### src/rtl/ps2_keyboard_rx_pkg.sv
// Shared types and constants for the PS/2 keyboard receiver.
package ps2_pkg;

  typedef enum logic [1:0] {
    IDLE   = 2'd0,
    DATA   = 2'd1,
    PARITY = 2'd2,
    STOP   = 2'd3
  } state_e;

  localparam logic [7:0] SC_BREAK  = 8'hF0;
  localparam logic [7:0] SC_EXT    = 8'hE0;
  localparam int         FRAME_LEN = 11;

  // Odd parity over data plus parity bit must come out as 1.
  function automatic logic odd_parity_ok(input logic [7:0] data, input logic par);
    return ^{data, par};
  endfunction

endpackage

### src/rtl/ps2_keyboard_rx_if.sv
// Decoded byte / key event bundle presented to the keyboard consumer.
interface ps2_keyboard_rx_if;
  logic       byte_valid;
  logic [7:0] rx_byte;
  logic       parity_err;
  logic       frame_err;
  logic       key_valid;
  logic [7:0] key_code;
  logic       key_ext;
  logic       key_break;

  modport master (
    output byte_valid, rx_byte, parity_err, frame_err,
           key_valid, key_code, key_ext, key_break
  );

  modport slave (
    input  byte_valid, rx_byte, parity_err, frame_err,
           key_valid, key_code, key_ext, key_break
  );
endinterface

### src/rtl/ps2_keyboard_rx_pin_filter.sv
// Pin synchroniser with optional level filter and falling-edge strobe.
module ps2_pin_filter #(
  parameter int   SYNC_STAGES = 2,
  parameter int   FILT_LEN    = 8,
  parameter bit   FILTER_EN   = 1'b1,
  parameter logic RST_VAL     = 1'b1
) (
  input  logic clk,
  input  logic rst_n,
  input  logic pin_i,
  output logic sync_o,
  output logic filt_o,
  output logic fall_o
);

  logic [SYNC_STAGES-1:0] sync_q, sync_d;

  always_comb begin
    sync_d = {sync_q[SYNC_STAGES-2:0], pin_i};
  end

  always_ff @(posedge clk or negedge rst_n) begin
    if (!rst_n) sync_q <= {SYNC_STAGES{RST_VAL}};
    else        sync_q <= sync_d;
  end

  assign sync_o = sync_q[SYNC_STAGES-1];

  generate
    if (FILTER_EN) begin : g_filt
      localparam int CW = $clog2(FILT_LEN + 1);
      localparam logic [CW-1:0] CNT_MAX = CW'(FILT_LEN - 1);

      logic [CW-1:0] cnt_q, cnt_d;
      logic          filt_q, filt_d;
      logic          fall_q, fall_d;

      // Count consecutive samples disagreeing with the filtered level;
      // any agreeing sample restarts the count.
      always_comb begin
        cnt_d  = '0;
        filt_d = filt_q;
        if (sync_o != filt_q) begin
          if (cnt_q == CNT_MAX) filt_d = sync_o;
          else                  cnt_d  = cnt_q + 1'b1;
        end
        fall_d = filt_q & ~filt_d;
      end

      always_ff @(posedge clk or negedge rst_n) begin
        if (!rst_n) begin
          cnt_q  <= '0;
          filt_q <= 1'b1;
          fall_q <= 1'b0;
        end else begin
          cnt_q  <= cnt_d;
          filt_q <= filt_d;
          fall_q <= fall_d;
        end
      end

      assign filt_o = filt_q;
      assign fall_o = fall_q;
    end else begin : g_nofilt
      assign filt_o = sync_o;
      assign fall_o = 1'b0;
    end
  endgenerate

endmodule

### src/rtl/ps2_keyboard_rx.sv
// PS/2 keyboard receiver: frame deserialiser, checker and E0/F0 prefix folding.
module ps2_keyboard_rx
  import ps2_pkg::*;
#(
  parameter int SYNC_STAGES    = 2,
  parameter int FILT_LEN       = 8,
  parameter int TIMEOUT_CYCLES = 50000
) (
  input  logic              CLK,
  input  logic              RST_N,
  input  logic              PS2_CLK,
  input  logic              PS2_DAT,
  ps2_keyboard_rx_if.master rx
);

  localparam int TW = $clog2(TIMEOUT_CYCLES + 1);
  localparam logic [TW-1:0] TO_MAX = TW'(TIMEOUT_CYCLES - 1);

  logic clk_sync_unused, clk_filt_unused, fall;
  logic dat, dat_filt_unused, dat_fall_unused;

  ps2_pin_filter #(.SYNC_STAGES(SYNC_STAGES), .FILT_LEN(FILT_LEN), .FILTER_EN(1'b1))
    u_clk_filt (.clk(CLK), .rst_n(RST_N), .pin_i(PS2_CLK),
                .sync_o(clk_sync_unused), .filt_o(clk_filt_unused), .fall_o(fall));

  ps2_pin_filter #(.SYNC_STAGES(SYNC_STAGES), .FILT_LEN(FILT_LEN), .FILTER_EN(1'b0))
    u_dat_sync (.clk(CLK), .rst_n(RST_N), .pin_i(PS2_DAT),
                .sync_o(dat), .filt_o(dat_filt_unused), .fall_o(dat_fall_unused));

  // Frame FSM
  state_e        state_q, state_d;
  logic [2:0]    bit_cnt_q, bit_cnt_d;
  logic [7:0]    shift_q, shift_d;
  logic          par_q, par_d;
  logic [TW-1:0] to_cnt_q, to_cnt_d;
  logic          byte_valid_q, byte_valid_d;
  logic [7:0]    rx_byte_q, rx_byte_d;
  logic          parity_err_q, parity_err_d;
  logic          frame_err_q, frame_err_d;

  always_comb begin
    state_d      = state_q;
    bit_cnt_d    = bit_cnt_q;
    shift_d      = shift_q;
    par_d        = par_q;
    to_cnt_d     = '0;
    byte_valid_d = 1'b0;
    rx_byte_d    = rx_byte_q;
    parity_err_d = 1'b0;
    frame_err_d  = 1'b0;

    if (state_q != IDLE && !fall) to_cnt_d = to_cnt_q + 1'b1;

    unique case (state_q)
      IDLE: if (fall && !dat) begin
        state_d   = DATA;
        bit_cnt_d = '0;
      end
      DATA: if (fall) begin
        shift_d   = {dat, shift_q[7:1]};
        bit_cnt_d = bit_cnt_q + 1'b1;
        if (bit_cnt_q == 3'd7) state_d = PARITY;
      end
      PARITY: if (fall) begin
        par_d   = dat;
        state_d = STOP;
      end
      STOP: if (fall) begin
        state_d = IDLE;
        if (!odd_parity_ok(shift_q, par_q)) parity_err_d = 1'b1;
        else if (!dat)                      frame_err_d  = 1'b1;
        else begin
          byte_valid_d = 1'b1;
          rx_byte_d    = shift_q;
        end
      end
      default: state_d = IDLE;
    endcase

    // A stalled frame is abandoned; the partial byte is never published.
    if (state_q != IDLE && !fall && to_cnt_q == TO_MAX) begin
      state_d     = IDLE;
      frame_err_d = 1'b1;
      to_cnt_d    = '0;
    end
  end

  always_ff @(posedge CLK or negedge RST_N) begin
    if (!RST_N) begin
      state_q      <= IDLE;
      bit_cnt_q    <= '0;
      shift_q      <= '0;
      par_q        <= 1'b0;
      to_cnt_q     <= '0;
      byte_valid_q <= 1'b0;
      rx_byte_q    <= '0;
      parity_err_q <= 1'b0;
      frame_err_q  <= 1'b0;
    end else begin
      state_q      <= state_d;
      bit_cnt_q    <= bit_cnt_d;
      shift_q      <= shift_d;
      par_q        <= par_d;
      to_cnt_q     <= to_cnt_d;
      byte_valid_q <= byte_valid_d;
      rx_byte_q    <= rx_byte_d;
      parity_err_q <= parity_err_d;
      frame_err_q  <= frame_err_d;
    end
  end

  // Prefix decoder
  logic       ext_pend_q, ext_pend_d;
  logic       break_pend_q, break_pend_d;
  logic       key_valid_q, key_valid_d;
  logic [7:0] key_code_q, key_code_d;
  logic       key_ext_q, key_ext_d;
  logic       key_break_q, key_break_d;

  always_comb begin
    ext_pend_d   = ext_pend_q;
    break_pend_d = break_pend_q;
    key_valid_d  = 1'b0;
    key_code_d   = key_code_q;
    key_ext_d    = key_ext_q;
    key_break_d  = key_break_q;

    if (parity_err_q || frame_err_q) begin
      ext_pend_d   = 1'b0;
      break_pend_d = 1'b0;
    end else if (byte_valid_q) begin
      if (rx_byte_q == SC_BREAK)    break_pend_d = 1'b1;
      else if (rx_byte_q == SC_EXT) ext_pend_d   = 1'b1;
      else begin
        key_valid_d  = 1'b1;
        key_code_d   = rx_byte_q;
        key_ext_d    = ext_pend_q;
        key_break_d  = break_pend_q;
        ext_pend_d   = 1'b0;
        break_pend_d = 1'b0;
      end
    end
  end

  always_ff @(posedge CLK or negedge RST_N) begin
    if (!RST_N) begin
      ext_pend_q   <= 1'b0;
      break_pend_q <= 1'b0;
      key_valid_q  <= 1'b0;
      key_code_q   <= '0;
      key_ext_q    <= 1'b0;
      key_break_q  <= 1'b0;
    end else begin
      ext_pend_q   <= ext_pend_d;
      break_pend_q <= break_pend_d;
      key_valid_q  <= key_valid_d;
      key_code_q   <= key_code_d;
      key_ext_q    <= key_ext_d;
      key_break_q  <= key_break_d;
    end
  end

  assign rx.byte_valid = byte_valid_q;
  assign rx.rx_byte    = rx_byte_q;
  assign rx.parity_err = parity_err_q;
  assign rx.frame_err  = frame_err_q;
  assign rx.key_valid  = key_valid_q;
  assign rx.key_code   = key_code_q;
  assign rx.key_ext    = key_ext_q;
  assign rx.key_break  = key_break_q;

endmodule

### src/flat_wrapper.sv
// flat-port wrapper written by rule: the top's interface ports become plain ports
module ps2_keyboard_rx_flat import ps2_pkg::*;
#(
  parameter int SYNC_STAGES    = 2,
  parameter int FILT_LEN       = 8,
  parameter int TIMEOUT_CYCLES = 50000
)
  (CLK, RST_N, PS2_CLK, PS2_DAT, rx_byte_valid, rx_rx_byte, rx_parity_err, rx_frame_err, rx_key_valid, rx_key_code, rx_key_ext, rx_key_break);
  ps2_keyboard_rx_if rx_i ();
  input  logic CLK;
  input  logic RST_N;
  input  logic PS2_CLK;
  input  logic PS2_DAT;
  output wire logic [$bits(rx_i.byte_valid)-1:0] rx_byte_valid;
  output wire logic [$bits(rx_i.rx_byte)-1:0] rx_rx_byte;
  output wire logic [$bits(rx_i.parity_err)-1:0] rx_parity_err;
  output wire logic [$bits(rx_i.frame_err)-1:0] rx_frame_err;
  output wire logic [$bits(rx_i.key_valid)-1:0] rx_key_valid;
  output wire logic [$bits(rx_i.key_code)-1:0] rx_key_code;
  output wire logic [$bits(rx_i.key_ext)-1:0] rx_key_ext;
  output wire logic [$bits(rx_i.key_break)-1:0] rx_key_break;
  assign rx_byte_valid = rx_i.byte_valid;
  assign rx_rx_byte = rx_i.rx_byte;
  assign rx_parity_err = rx_i.parity_err;
  assign rx_frame_err = rx_i.frame_err;
  assign rx_key_valid = rx_i.key_valid;
  assign rx_key_code = rx_i.key_code;
  assign rx_key_ext = rx_i.key_ext;
  assign rx_key_break = rx_i.key_break;
  ps2_keyboard_rx #(.SYNC_STAGES(SYNC_STAGES), .FILT_LEN(FILT_LEN), .TIMEOUT_CYCLES(TIMEOUT_CYCLES)) u_core (.CLK(CLK), .RST_N(RST_N), .PS2_CLK(PS2_CLK), .PS2_DAT(PS2_DAT), .rx(rx_i));
endmodule
### config.mk
export PLATFORM = sky130hd
export DESIGN_NAME = ps2_keyboard_rx_flat
export DESIGN_NICKNAME = d
export VERILOG_FILES = /design/src/rtl/ps2_keyboard_rx_pkg.sv /design/src/rtl/ps2_keyboard_rx_if.sv /design/src/rtl/ps2_keyboard_rx_pin_filter.sv /design/src/rtl/ps2_keyboard_rx.sv /design/src/flat_wrapper.sv
export SDC_FILE = /design/constraint.sdc
export NUM_CORES = 1
export LEC_CHECK = 0
export ABC_AREA = 1
export CAP_MARGIN = 20
export CORE_ASPECT_RATIO = 1.1
export CORE_MARGIN = 3
export CORE_UTILIZATION = 50
export DETAILED_ROUTE_END_ITERATION = 10
export PLACE_DENSITY = 0.82
export RECOVER_POWER = 25
export SETUP_SLACK_MARGIN = 0.15
export SYNTH_ARGS = -nofsm -noshare
export SYNTH_HDL_FRONTEND = slang
export SYNTH_SLANG_ARGS = --single-unit
export TNS_END_PERCENT = 5
### constraint.sdc
create_clock -name CLK -period 4.3 [get_ports CLK]
set_clock_uncertainty 0.15 [all_clocks]
set_input_delay 0.86 -clock CLK [delete_from_list [all_inputs] [get_ports CLK]]
set_output_delay 0.86 -clock CLK [all_outputs]
set_load 0.01 [all_outputs]
Word level (Yosys, flattened, before mapping)
Index checks and enable logic that the tools add are counted.
{"block": "totals", "reg_bits": 64, "in_bits": 4, "out_inout_bits": 22, "wordCells": 105}
{"block": "op_classes", "add_sub_neg": 3, "n_eq_ne": 18, "n_mux": 40, "bitwise_logic": 5, "n_reduce_logical": 19}
{"operator": "$mux 16", "n": 2}
{"operator": "$mux 1", "n": 26}
{"operator": "$add 16x1->16 const B", "n": 1}
{"operator": "$eq 16x16->1 const B", "n": 1}
{"operator": "$eq 8x8->1 const B", "n": 2}
{"operator": "$mux 2", "n": 6}
{"operator": "$ne 3x1->1 const B", "n": 3}
{"operator": "$ne 3x2->1 const B", "n": 3}
{"operator": "$reduce_xor 9->1", "n": 1}
{"operator": "$mux 4", "n": 2}
{"operator": "$pmux 2 s4", "n": 1}
{"operator": "$reduce_and 2->1", "n": 4}
{"operator": "$reduce_and 4->1", "n": 2}
{"operator": "$mux 3", "n": 2}
{"operator": "$pmux 3 s2", "n": 1}
{"operator": "$reduce_bool 2->1", "n": 3}
{"operator": "$reduce_and 5->1", "n": 1}
{"operator": "$add 4x1->4 const B", "n": 1}
{"operator": "$eq 2x2->1 const B", "n": 2}
{"operator": "$eq 4x3->1 const B", "n": 1}
{"operator": "$ne 2x1->1 const B", "n": 2}
{"operator": "$not 1->1", "n": 4}
{"operator": "$add 3x1->3 const B", "n": 1}
{"operator": "$eq 3x3->1 const B", "n": 1}
{"operator": "9 further kinds", "n": 12}

Depth between registers and ports, before layout
{"block": "depth", "ltp_word": 5, "mapped_depth": 10, "mapped_depth_nobuf": 10}

By module
A second synthesis with hierarchy kept.
{"block": "unflattened", "cells_unflattened": 375, "hier_area_um2": 3149.3}
{"module": "ps2_keyboard_rx", "instances": 1, "cells_per_inst": 339, "area_each_um2": 2746.4, "seq_area_each_um2": 1351.3}
{"module": "ps2_pin_filter at u_core.u_clk_filt", "instances": 1, "cells_per_inst": 31, "area_each_um2": 331.6, "seq_area_each_um2": 203.9}
{"module": "ps2_pin_filter at u_core.u_dat_sync", "instances": 1, "cells_per_inst": 5, "area_each_um2": 71.3, "seq_area_each_um2": 52.6}

Worst setup path after synthesis
OpenSTA, ideal clock, no wires.
{"block": "synth_timing", "kind": "register to register", "from": "reg u_core.state_q[0]", "to": "reg u_core.to_cnt_q[9]", "setup_time_ns": 0.119, "arrival_time_ns": 1.448, "t_required_ns": 4.031, "slack_ns": 2.583, "stages_incl_launch_ff": 10, "path_buffers": 0, "period_less_slack_ns": 1.717, "cell_sequence": "dfrtp_1 inv_1 ha_1 inv_1 nand2_2 nor3_2 nand3_2 nand2_1 nor2_1 o21a_1"}
{"block": "synth_between", "elab_chain_len": 4, "word_cells_on_any_way": 5, "classes_between": "mux (2); reduce/logical (3)"}
{"element": "from (decl)", "line": "ps2_keyboard_rx.sv:31", "source": "state_e state_q, state_d;"}
{"element": "from (signal assigned)", "line": "ps2_keyboard_rx.sv:100", "source": "state_q <= state_d;"}
{"element": "$reduce_bool 2->1 (*)", "line": "ps2_keyboard_rx.sv:52, ps2_keyboard_rx.sv:81"}
{"element": "$logic_and 1x1->1 (*)", "line": "ps2_keyboard_rx.sv:52, ps2_keyboard_rx.sv:81"}
{"element": "$mux 16 / $logic_and 1x1->1 (equally long branches)", "line": "ps2_keyboard_rx.sv:52, ps2_keyboard_rx.sv:81"}
{"element": "$mux 16 (*)", "line": "ps2_keyboard_rx.sv:81", "source": "if (state_q != IDLE && !fall && to_cnt_q == TO_MAX) begin"}
{"element": "named net u_core.to_cnt_d[9]", "line": "ps2_keyboard_rx.sv:35", "source": "logic [TW-1:0] to_cnt_q, to_cnt_d;"}
{"element": "to (signal assigned)", "line": "ps2_keyboard_rx.sv:104", "source": "to_cnt_q <= to_cnt_d;"}
{"element": "to (decl)", "line": "ps2_keyboard_rx.sv:35"}
Mark *: on every way through the listed nets, which the timed path passes. The rest lies on a longest branch.
A chain may end at the register's enable or synchronous reset.

Final worst setup path
{"block": "layout_timing", "from": "reg u_core.byte_valid_q, in the netlist u_core.rx.byte_valid", "to": "out rx_byte_valid"}
{"element": "from (decl)", "line": "ps2_keyboard_rx.sv:36", "source": "logic byte_valid_q, byte_valid_d;"}
{"element": "from (signal assigned)", "line": "ps2_keyboard_rx.sv:105", "source": "byte_valid_q <= byte_valid_d;"}
{"element": "to (decl)", "line": "flat_wrapper.sv:14", "source": "output wire logic [$bits(rx_i.byte_valid)-1:0] rx_byte_valid;"}
No word-level cell between the ends.

==> results.tsv <==
metric	value	unit
Yosys cell types	32	
Worst Hold Launch	u_core.u_dat_sync.sync_q[0]	
Tmin final	2.33	ns
fillers	488	
critical path peak fanout	5	
status	completed	
GRT Total Usage	0.188	
CP top delay family	buffers and inverters	
Mapped Cells	360	
Die Y	88.0	um
yosys warns	0	
setup bufs post-CTS	0	
die width	80.5	um
ys flop type	dfrtp_1	
Max Cap Viol	0	
Worst EP arrival	1.32	ns
post-route ant nets	0	
initial antenna violation count	0	
count of state elements after synthesis	64	
DP HPWL	4280	um
Mean Syn Cell Area	8.49	um2
Endpoint, Worst Hold	u_core.u_dat_sync.sync_q[1]	
post-placement cell area	0.00340	mm2
period utilization	0.542	
Starting Density	0.523	
CTS Root Buffer Type	clkbuf_8	
Crit. End Element	primary output	
critical path class	flop to primary output	
sequential cell area	0.00161	mm2
Ports	26	
Hold Crit Class	flop to flop	
final hold viol count	0	
vias in the first global route	2397	
largest net degree at the start of global routing	51	
post-synth top area share	0.483	
fin worst setup slack	1.97	ns
Max-slew headroom	0.494	
Placer Congestion	0.898	
H-tree depth	3	
final net count	408	
Reg-to-Reg End	u_core.to_cnt_q[9]	
wire length per cell	12.4	um
die area	0.00709	mm2
share of cells above drive strength 1	0.0973	
CP Launch Type	flop	
Final Util	0.619	
WP buf/inv	1	
Reg2Reg Setup Slack	2.29	ns
critical path required time	3.29	ns
Commonest cells post-synth	102 x nand2_1, 59 x dfrtp_1, 42 x inv_1	
Post-synth ARST share	1.00	
Core Footprint	0.00584	mm2
Final Max Slew Viols	0	
VDD IR max	271	uV
Multi-input gate area	0.00127	mm2
PwrDens	502	mW/mm2
Area Growth Syn to Fin	18.4	%
number of remaining DRC errors	0	
number of hold buffers added after CTS	0	
R2R cell count	9	
final WL	5940	um
Slew @ Worst Pin	0.759	ns
final non-filler cell area	0.00362	mm2
simple-gate portion of the synthesized area	0.295	
clk slew on worst S/H paths	0.07	ns
largest family of logic cells by synthesized area	simple AND/OR/NAND/NOR gates	
routed vias	2462	
syn_nets	372	
most frequent cell after synthesis	nand2_1	
CTS max path bufs	2	
Setup TNS Final	0	ns
I/O Buffers	25	
pre-CTS WS	2.17	ns
Compound-Gate Fraction of Synth Area	0.0553	
synthesized cell area	0.00306	mm2
ant diodes	0	
1st-pass router iterations	4	
first-pass GRT wire length	10300	um
area leader, netlist	dfrtp_1	
Worst Hold Path Cells	0	
CTS tree	built	
Rows	29	
Largest stage delay, worst path	0.57	ns
CTS Buf Count	9	
initial drt markers	97	
post-cts resize count	0	
Peak Freq	429	MHz
Leakage	1.73	nW
crit path cell chain	clkdlybuf4s50_1	
clock latency on the worst-skew pair	0.33	ns
adder-cell share of the synthesized area	0.0328	
Crit-path slowest cell	clkdlybuf4s50_1	
largest cells by area after synthesis	dfrtp_1 48%, nand2_1 13%, inv_1 5.2%	
# setup viols final	0	
Synth Area in XOR/XNOR	0.0315	
clock sinks	64	
sequential share of the synthesized area	0.526	
post-synthesis mux area share	0	
DR vias/cell	5.15	
Post-synth EDFFs	0	
GR Overflow Total	0	
unrepaired setup endpoints after global routing	false	
launch point of the worst reg-to-reg path	u_core.state_q[0]	
==> through the flow <==
step	hold WS (ns)	instances	total power, mW
floorplan	0.195	360	1.18
global placement	0.197	461	1.29
detailed placement	0.197	461	1.32
CTS	0.207	477	1.82
global route	0.211	478	1.95
finish	0.207	478	1.82
==> area by class of cell <==
class	count	area share
clock inverter	3	0.00657
tap	77	0.0266
inverter	46	0.0477
timing repair buffer	27	0.0751
multi-input combinational	248	0.350
sequential	64	0.444
clock buffer	13	0.0495
==> power breakdown <==
| part | switching, mW | internal (mW) | leakage, nW |
|---|---|---|---|
| combinational | 0.370 | 0.185 | 0.774 |
| clock | 0.222 | 0.273 | 0.0979 |
| sequential | 0.0780 | 0.688 | 0.862 |
| total | 0.670 | 1.15 | 1.73 |
==> layer usage <==
layer  up-vias  routed length (um)  GRT usage
met2        60                3020      0.328
met3        10                 222     0.0412
met5         -                   0          0
met4         0                 114     0.0906
li1       1227                   -          -
met1      1165                2590      0.219
==> cell families after synthesis <==
family,count (synthesis)
compound gates,31
fa+ha+maj,8
buf+inv,48
simple gates,198
xor+xnor,11
flops,64
==> registers in the layout (all words and copies together), names as in the netlist, 2 cells and up <==
| name | flops |
|---|---|
| u_core.bit_cnt_q | 3 |
| u_core.rx.key_code | 8 |
| u_core.rx.rx_byte | 8 |
| u_core.shift_q | 8 |
| u_core.state_q | 2 |
| u_core.to_cnt_q | 16 |
| u_core.u_clk_filt.g_filt.cnt_q | 4 |
| u_core.u_clk_filt.sync_q | 2 |
| u_core.u_dat_sync.sync_q | 2 |
==> how the worst max path moves through the flow <==
stage,start,endpoint,cells past startpoint
after floorplan,u_core.state_q[0],u_core.to_cnt_q[9],9
after global placement,RST_N,u_core.shift_q[3],2
after detailed placement,RST_N,u_core.shift_q[4],2
after CTS,u_core.rx.byte_valid,rx_byte_valid,1
after global routing,u_core.rx.byte_valid,rx_byte_valid,1
final,u_core.rx.byte_valid,rx_byte_valid,1
==> cell usage in the layout, fill, tap and decap left out, drive strengths merged <==
master         instances
dfrtp                 59
xor2                   5
or3                    1
o21bai                 1
clkinvlp               2
dfstp                  5
and3                   1
ha                     8
nand2                105
clkbuf                14
nor2                  38
inv                   45
o21ai                 17
clkinv                 2
o31ai                  1
nand4                 15
nand3                 22
or2                    2
xnor2                  6
nand3b                 1
buf                    2
o21a                   2
a21oi                  9
nor3                  13
clkdlybuf4s50         24
o2111ai                1
(Power assumes the default switching activity.)
